## config.mk

```make
export PLATFORM = sky130hd
export DESIGN_NAME = id_pair_packer
export DESIGN_NICKNAME = d
export VERILOG_FILES = /design/src/rtl/id_pair_packer_pkg.sv /design/src/rtl/id_pair_packer.sv
export SDC_FILE = /design/constraint.sdc
export NUM_CORES = 1
export LEC_CHECK = 0
export CELL_PAD_IN_SITES_DETAIL_PLACEMENT = 0
export CELL_PAD_IN_SITES_GLOBAL_PLACEMENT = 1
export CORE_MARGIN = 1
export CORE_UTILIZATION = 43
export CTS_BUF_LIST = sky130_fd_sc_hd__clkbuf_4
export DETAILED_ROUTE_END_ITERATION = 8
export PLACE_DENSITY_LB_ADDON = 0.1
export SYNTH_ARGS = -nofsm -noshare
export SYNTH_HDL_FRONTEND = slang
export SYNTH_SLANG_ARGS = --single-unit
```

## constraint.sdc

```tcl
create_clock -name clk -period 3.5 [get_ports clk]
set_input_delay 0.7 -clock clk [delete_from_list [all_inputs] [get_ports clk]]
set_output_delay 0.7 -clock clk [all_outputs]
set_load 0.01 [all_outputs]
```

## src/rtl/id_pair_packer_pkg.sv

```systemverilog
// Shared parameter defaults and state encoding for the vector-ID pair packer.
package id_pair_packer_pkg;

  localparam int VEC_ID_WIDTH_DEF = 8;
  localparam int PAIR_W_DEF       = 2 * VEC_ID_WIDTH_DEF;
  localparam int BUS_WIDTH_DEF    = 128;
  localparam int LANES_DEF        = BUS_WIDTH_DEF / PAIR_W_DEF;
  localparam int COUNT_WIDTH_DEF  = 32;

  // HOLD means the output register carries a word not yet taken downstream.
  typedef enum logic [1:0] {
    IDLE = 2'd0,
    FILL = 2'd1,
    HOLD = 2'd2
  } packer_state_t;

endpackage

```

## src/rtl/id_pair_packer.sv

```systemverilog
// Packs a stream of vector-ID pairs into wide output words, closes words on
// lane overflow, tlast or flush, and reports the pair count of each frame.
module id_pair_packer
  import id_pair_packer_pkg::*;
#(
  parameter int BUS_WIDTH    = LANES_DEF * PAIR_W_DEF,
  parameter int VEC_ID_WIDTH = PAIR_W_DEF / 2,
  parameter int COUNT_WIDTH  = COUNT_WIDTH_DEF
) (
  input  logic                      clk,
  input  logic                      rstn,
  input  logic [2*VEC_ID_WIDTH-1:0] s_tdata,
  input  logic                      s_tvalid,
  input  logic                      s_tlast,
  output logic                      s_tready,
  output logic [BUS_WIDTH-1:0]      m_tdata,
  output logic [BUS_WIDTH/8-1:0]    m_tkeep,
  output logic                      m_tvalid,
  output logic                      m_tlast,
  input  logic                      m_tready,
  input  logic                      flush,
  output logic [COUNT_WIDTH-1:0]    pair_count,
  output logic                      count_valid
);

  localparam int PAIR_W         = 2 * VEC_ID_WIDTH;
  localparam int LANES          = BUS_WIDTH / PAIR_W;
  localparam int KEEP_W         = BUS_WIDTH / 8;
  localparam int BYTES_PER_PAIR = PAIR_W / 8;
  localparam int LANE_CW        = $clog2(LANES + 1);
  localparam logic [COUNT_WIDTH-1:0] COUNT_MAX = '1;

  packer_state_t            r_state;
  logic [BUS_WIDTH-1:0]     r_acc;
  logic [LANE_CW-1:0]       r_lanes;
  logic [COUNT_WIDTH-1:0]   r_count;
  logic                     r_flush_pend;
  logic [BUS_WIDTH-1:0]     r_m_tdata;
  logic [KEEP_W-1:0]        r_m_tkeep;
  logic                     r_m_tlast;
  logic [COUNT_WIDTH-1:0]   r_pair_count;
  logic                     r_count_valid;

  logic                     w_out_free;
  logic                     w_accept;
  logic                     w_flush_req;
  logic                     w_flush_exec;
  logic                     w_frame_end;
  logic                     w_close;
  logic [LANE_CW-1:0]       w_lanes_next;
  logic [BUS_WIDTH-1:0]     w_acc_next;
  logic [KEEP_W-1:0]        w_keep_next;
  logic [COUNT_WIDTH-1:0]   w_count_next;

  assign w_out_free   = (r_state != HOLD) || m_tready;
  assign s_tready     = rstn && w_out_free;
  assign w_accept     = s_tvalid && s_tready;
  // A flush seen while stalled waits in r_flush_pend until the output frees.
  assign w_flush_req  = flush || r_flush_pend;
  assign w_flush_exec = w_flush_req && w_out_free;
  assign w_frame_end  = (w_accept && s_tlast) || w_flush_exec;
  assign w_lanes_next = r_lanes + LANE_CW'(w_accept);
  assign w_close      = w_frame_end || (w_accept && (w_lanes_next == LANE_CW'(LANES)));
  assign w_count_next = (w_accept && (r_count != COUNT_MAX)) ? r_count + COUNT_WIDTH'(1) : r_count;

  always_comb begin
    w_acc_next = r_acc;
    if (w_accept) begin
      w_acc_next[r_lanes*PAIR_W +: PAIR_W] = s_tdata;
    end
  end

  always_comb begin
    w_keep_next = '0;
    for (int i = 0; i < KEEP_W; i++) begin
      w_keep_next[i] = (i < int'(w_lanes_next) * BYTES_PER_PAIR);
    end
  end

  always_ff @(posedge clk) begin
    if (!rstn) begin
      r_state       <= IDLE;
      r_acc         <= '0;
      r_lanes       <= '0;
      r_count       <= '0;
      r_flush_pend  <= 1'b0;
      r_m_tdata     <= '0;
      r_m_tkeep     <= '0;
      r_m_tlast     <= 1'b0;
      r_pair_count  <= '0;
      r_count_valid <= 1'b0;
    end else begin
      r_count_valid <= 1'b0;
      r_flush_pend  <= w_flush_req && !w_out_free;
      if (w_close) begin
        r_m_tdata <= w_acc_next;
        r_m_tkeep <= w_keep_next;
        r_m_tlast <= w_frame_end;
        r_acc     <= '0;
        r_lanes   <= '0;
        r_state   <= HOLD;
      end else begin
        r_acc   <= w_acc_next;
        r_lanes <= w_lanes_next;
        if (r_state == HOLD && !m_tready) begin
          r_state <= HOLD;
        end else if (w_lanes_next == '0) begin
          r_state <= IDLE;
        end else begin
          r_state <= FILL;
        end
      end
      // Count pulse is registered alongside the closing word so both rise together.
      if (w_frame_end) begin
        r_pair_count  <= w_count_next;
        r_count_valid <= 1'b1;
        r_count       <= '0;
      end else begin
        r_count <= w_count_next;
      end
    end
  end

  assign m_tvalid    = (r_state == HOLD);
  assign m_tdata     = r_m_tdata;
  assign m_tkeep     = r_m_tkeep;
  assign m_tlast     = r_m_tlast;
  assign pair_count  = r_pair_count;
  assign count_valid = r_count_valid;

endmodule

```

==> qor.log <==
INFO  clock_tree     cts.repair_timing.setup_buffer_count=0
INFO  placement      port_buffers=201
INFO  placement      weighted_congestion_at_the_end_of_routability_driven_global_placement=0.8112
INFO  run            maxcap_violations=0
INFO  routing        drc_errors=0
INFO  finish         ff_latch_area=6746um2
INFO  clock_tree     cts_root_buf=clkbuf_4
INFO  floorplanning  boundaryPins=202
INFO  timing         holdWs=0.4616ns
INFO  floorplanning  coreArea=27780um2
INFO  floorplanning  die_x=170.0um
INFO  routing        drt-wirelength-per-cell=17.48um
INFO  clock_tree     cts_buffer_depth=3
INFO  routing        ant_nets=0
INFO  setup_path     cpPeakStageDelay=0.47ns
INFO  synth          post_synth_instance_area=12130um2
INFO  global_route   grt_antenna_before_repair=2
INFO  synth          synth-seq-area-share=55.60%
INFO  setup_path     critical_path.cell_chain=clkdlybuf4s50_1 > or3b_1 > buf_4 > and2_1 > clkdlybuf4s50_1
INFO  global_route   grt_pass1_wl=50.53mm
INFO  floorplanning  fp-row-count=61
INFO  placement      dp_hpwl=21.23mm
INFO  finish         multi_input_comb_area=4962um2
INFO  setup_path     critPathArrivalTime=2.35ns
INFO  synth          ys_async_sr_fraction=0%
INFO  routing        postRouteWirelength=32.10mm
INFO  timing         setup_repair_after_global_routing_missed_its_margin=no
INFO  timing         finalSetupViolations=0
INFO  setup_path     critPathCaptureType=output port
INFO  floorplanning  starting_density_of_the_core=43.67%
INFO  timing         final.setup.tns=0ns
INFO  timing         min_period_over_period=87.04%
INFO  floorplanning  fp.dieH=170.0um
INFO  clock_tree     htree_levels=3
INFO  pwr            design_power_total=0.007851W
INFO  pwr            power.density=494.2nW/um2
INFO  timing         timing.max_slew.rel_slack=36.24%
INFO  finish         fraction_of_layout_cells_with_a_size_suffix_above_1=13.92%
INFO  setup_path     worst-setup-path-type=primary input to output port
INFO  global_route   grtUsageTotal=22.44%
INFO  global_route   remaining_global_route_overflow=0
INFO  timing         post-route-min-period=3.046ns
INFO  timing         clock.fmax=0.3282GHz
INFO  setup_path     startpoint_class_of_the_critical_path=primary input
INFO  synth          synth_enable_flop_cells=0
INFO  routing        drtPass1Iterations=5
INFO  clock_tree     cts_hold_repair.buffers=0
INFO  routing        detail_route.vias_per_cell=5.155
INFO  routing        routed-via-count=9470
INFO  finish         area_growth=30.94%
INFO  setup_path     cp.buffers_inverters=3
INFO  synth          synthDistinctLibCells=53
INFO  synth          mapped_avg_cell_area=10.58um2
INFO  clock_tree     worstSkewPairLatency=0.69ns
INFO  floorplanning  full_die_area=28890um2
INFO  finish         nFillCells=2558
INFO  timing         timing.clock.skew=0.02864ns
INFO  synth          count_of_state_elements_after_synthesis=337
INFO  timing         hold_violations=0
INFO  synth          synthesis.yosys.warnings=0
INFO  run_status     outcome=finished clean
INFO  clock_tree     worst_setup_hold_path_clk_slew=0.06ns
INFO  clock_tree     cts_sinks=337
INFO  setup_path     cp_max_fo=4
INFO  finish         final_cell_area=15890um2
INFO  setup_path     worst_ep_required_time=2.80ns
INFO  placement      detailed_place.area=14750um2
INFO  setup_path     critPathSlowestCell=clkdlybuf4s50_1
INFO  timing         final_max_slew_violation_count=0
INFO  pwr            vdd.ir_drop.worst=0.2243mV
INFO  pwr            power_leakage=5.701nW
INFO  timing         worst_pin_slew=0.9564ns
INFO  worst_hold_path timing.hold.worst.class=flip-flop to flip-flop
INFO  routing        drt_first_iter_violations=509
INFO  setup_path     crit_family=buffers and inverters
INFO  global_route   grt_start_max_net_pins=55
INFO  clock_tree     cts_buffers=88
INFO  global_route   first_global_vias=9222
INFO  synth          synthesis.instances=1147
INFO  clock_tree     cts_resized=0
INFO  finish         finish.net_count=1426
INFO  synth          synth_ff_type=dfxtp_1
INFO  synth          syn-num-nets=1174
INFO  clock_tree     cts_tree=built
INFO  setup_path     critical-path-top-cell-by-count=clkdlybuf4s50_1
==> sequential cells by signal (all words and copies together), names as in the netlist <==
register / count
count_valid: 1
r_acc: 128
m_tdata: 128
m_tlast: 1
r_flush_pend: 1
pair_count: 32
r_count: 32
r_state: 2
r_lanes: 4
m_tkeep: 8
==> power by group <==
| part | switching (W) | internal, W | leakage (nW) |
|---|---|---|---|
| Sequential | 0.0000238 | 0.00388 | 2.72 |
| Combinational | 0.000303 | 0.000196 | 2.31 |
| Clock | 0.00155 | 0.00190 | 0.671 |
==> per-layer routing <==
layer	track usage, %	vias to the layer above	routed length [um]
met5	0	-	0
met3	4.837	47	1722
li1	-	4701	-
met4	8.147	0	567
met1	31.70	4460	15770
met2	33.50	262	14050
==> per-stage QoR <==
stage          setup WS (ns)  instances  utilization, %
6_report              0.4535       1837           57.18
3_5_place_dp        0.002728       1687           53.08
5_1_grt               0.3886       1837           57.18
2_1_floorplan         0.2038       1147               -
4_1_cts               0.4493       1836           57.17
3_3_place_gp         0.01794       1687           53.08
==> final timing paths <==
kind / depth (start not counted) / slack (ns) / startpoint / to
setup / recovery: 5 / 0.45 / m_tready / s_tready
hold / removal: 1 / 0.46 / m_tdata[107]$_SDFFE_PN0P_ / m_tdata[107]$_SDFFE_PN0P_
setup reg to reg: 6 / 0.80 / r_count[0]$_SDFF_PP0_ / pair_count[1]$_SDFFE_PN0P_
hold reg to reg: 1 / 0.46 / m_tdata[107]$_SDFFE_PN0P_ / m_tdata[107]$_SDFFE_PN0P_
==> synth_stat cells, drive strengths merged (2+ instances only) <==
| library cell | number | area share (%) |
|---|---|---|
| a32oi | 2 | 0.14 |
| inv | 10 | 0.31 |
| xnor2 | 7 | 0.51 |
| nand2b | 3 | 0.15 |
| o211ai | 5 | 0.31 |
| mux2i | 129 | 11 |
| nor2b | 18 | 0.93 |
| dfxtp | 337 | 56 |
| and2 | 20 | 1.0 |
| nand2 | 24 | 0.74 |
| clkbuf | 45 | 1.4 |
| nor3 | 9 | 0.37 |
| ha | 5 | 0.52 |
| o31ai | 11 | 0.79 |
| nand3 | 20 | 0.87 |
| a31oi | 22 | 1.1 |
| nor2 | 155 | 4.9 |
| or4b | 2 | 0.20 |
| xor2 | 6 | 0.43 |
| nor4 | 3 | 0.15 |
| o21ai | 42 | 1.7 |
| buf | 41 | 2.1 |
| o2bb2ai | 137 | 9.9 |
| or4 | 16 | 0.99 |
| nor3b | 2 | 0.21 |
| or3 | 18 | 0.93 |
| and4 | 3 | 0.22 |
| or2 | 2 | 0.10 |
| a21oi | 31 | 1.3 |
| nand4 | 10 | 0.57 |
==> area by class of cell <==
type                       count  share of cell area [%]
clock inverter                20                   1.063
antenna                        1                 0.01575
inverter                      10                  0.2363
tap                          378                   2.977
clock buffer                 129                   6.096
timing repair buffer         248                   15.91
multi-input combinational    714                   31.24
sequential                   337                   42.47
==> cells by family (layout without fill, tap and decap cells) <==
family / count (synthesis) / after routing / share of synthesized area [%]
buffers and inverters: 96 / 407 / 3.816
flip-flops: 337 / 337 / 55.60
adder cells (fa/ha/maj): 5 / 5 / 0.5156
XOR/XNOR: 13 / 13 / 0.9384
other: 0 / 1 / 0
multiplexers: 129 / 129 / 10.64
AO/OA/AOI/OAI: 259 / 259 / 15.95
AND/OR/NAND/NOR: 308 / 308 / 12.53
==> cells in the final DEF, fill, tap and decap left out, drive strengths merged, types with 2 or more instances in the layout <==
cell type      instances
or4                   16
a21oi                 31
bufinv                 3
nor3                   9
o31ai                 11
nand3                 20
clkdlybuf4s50        201
xnor2                  7
and2                  20
o2bb2ai              137
and4                   3
nor2                 155
o211ai                 5
o21ai                 42
or2                    2
or3                   18
nor4                   3
or4b                   2
nand4                 10
a31oi                 22
clkbuf               129
nor3b                  2
mux2i                129
nand2b                 3
a32oi                  2
buf                   47
xor2                   6
ha                     5
nand2                 24
dfxtp                337
inv                   11
nor2b                 18
clkinv                15
Note: power is estimated with default switching activity, not from simulation.
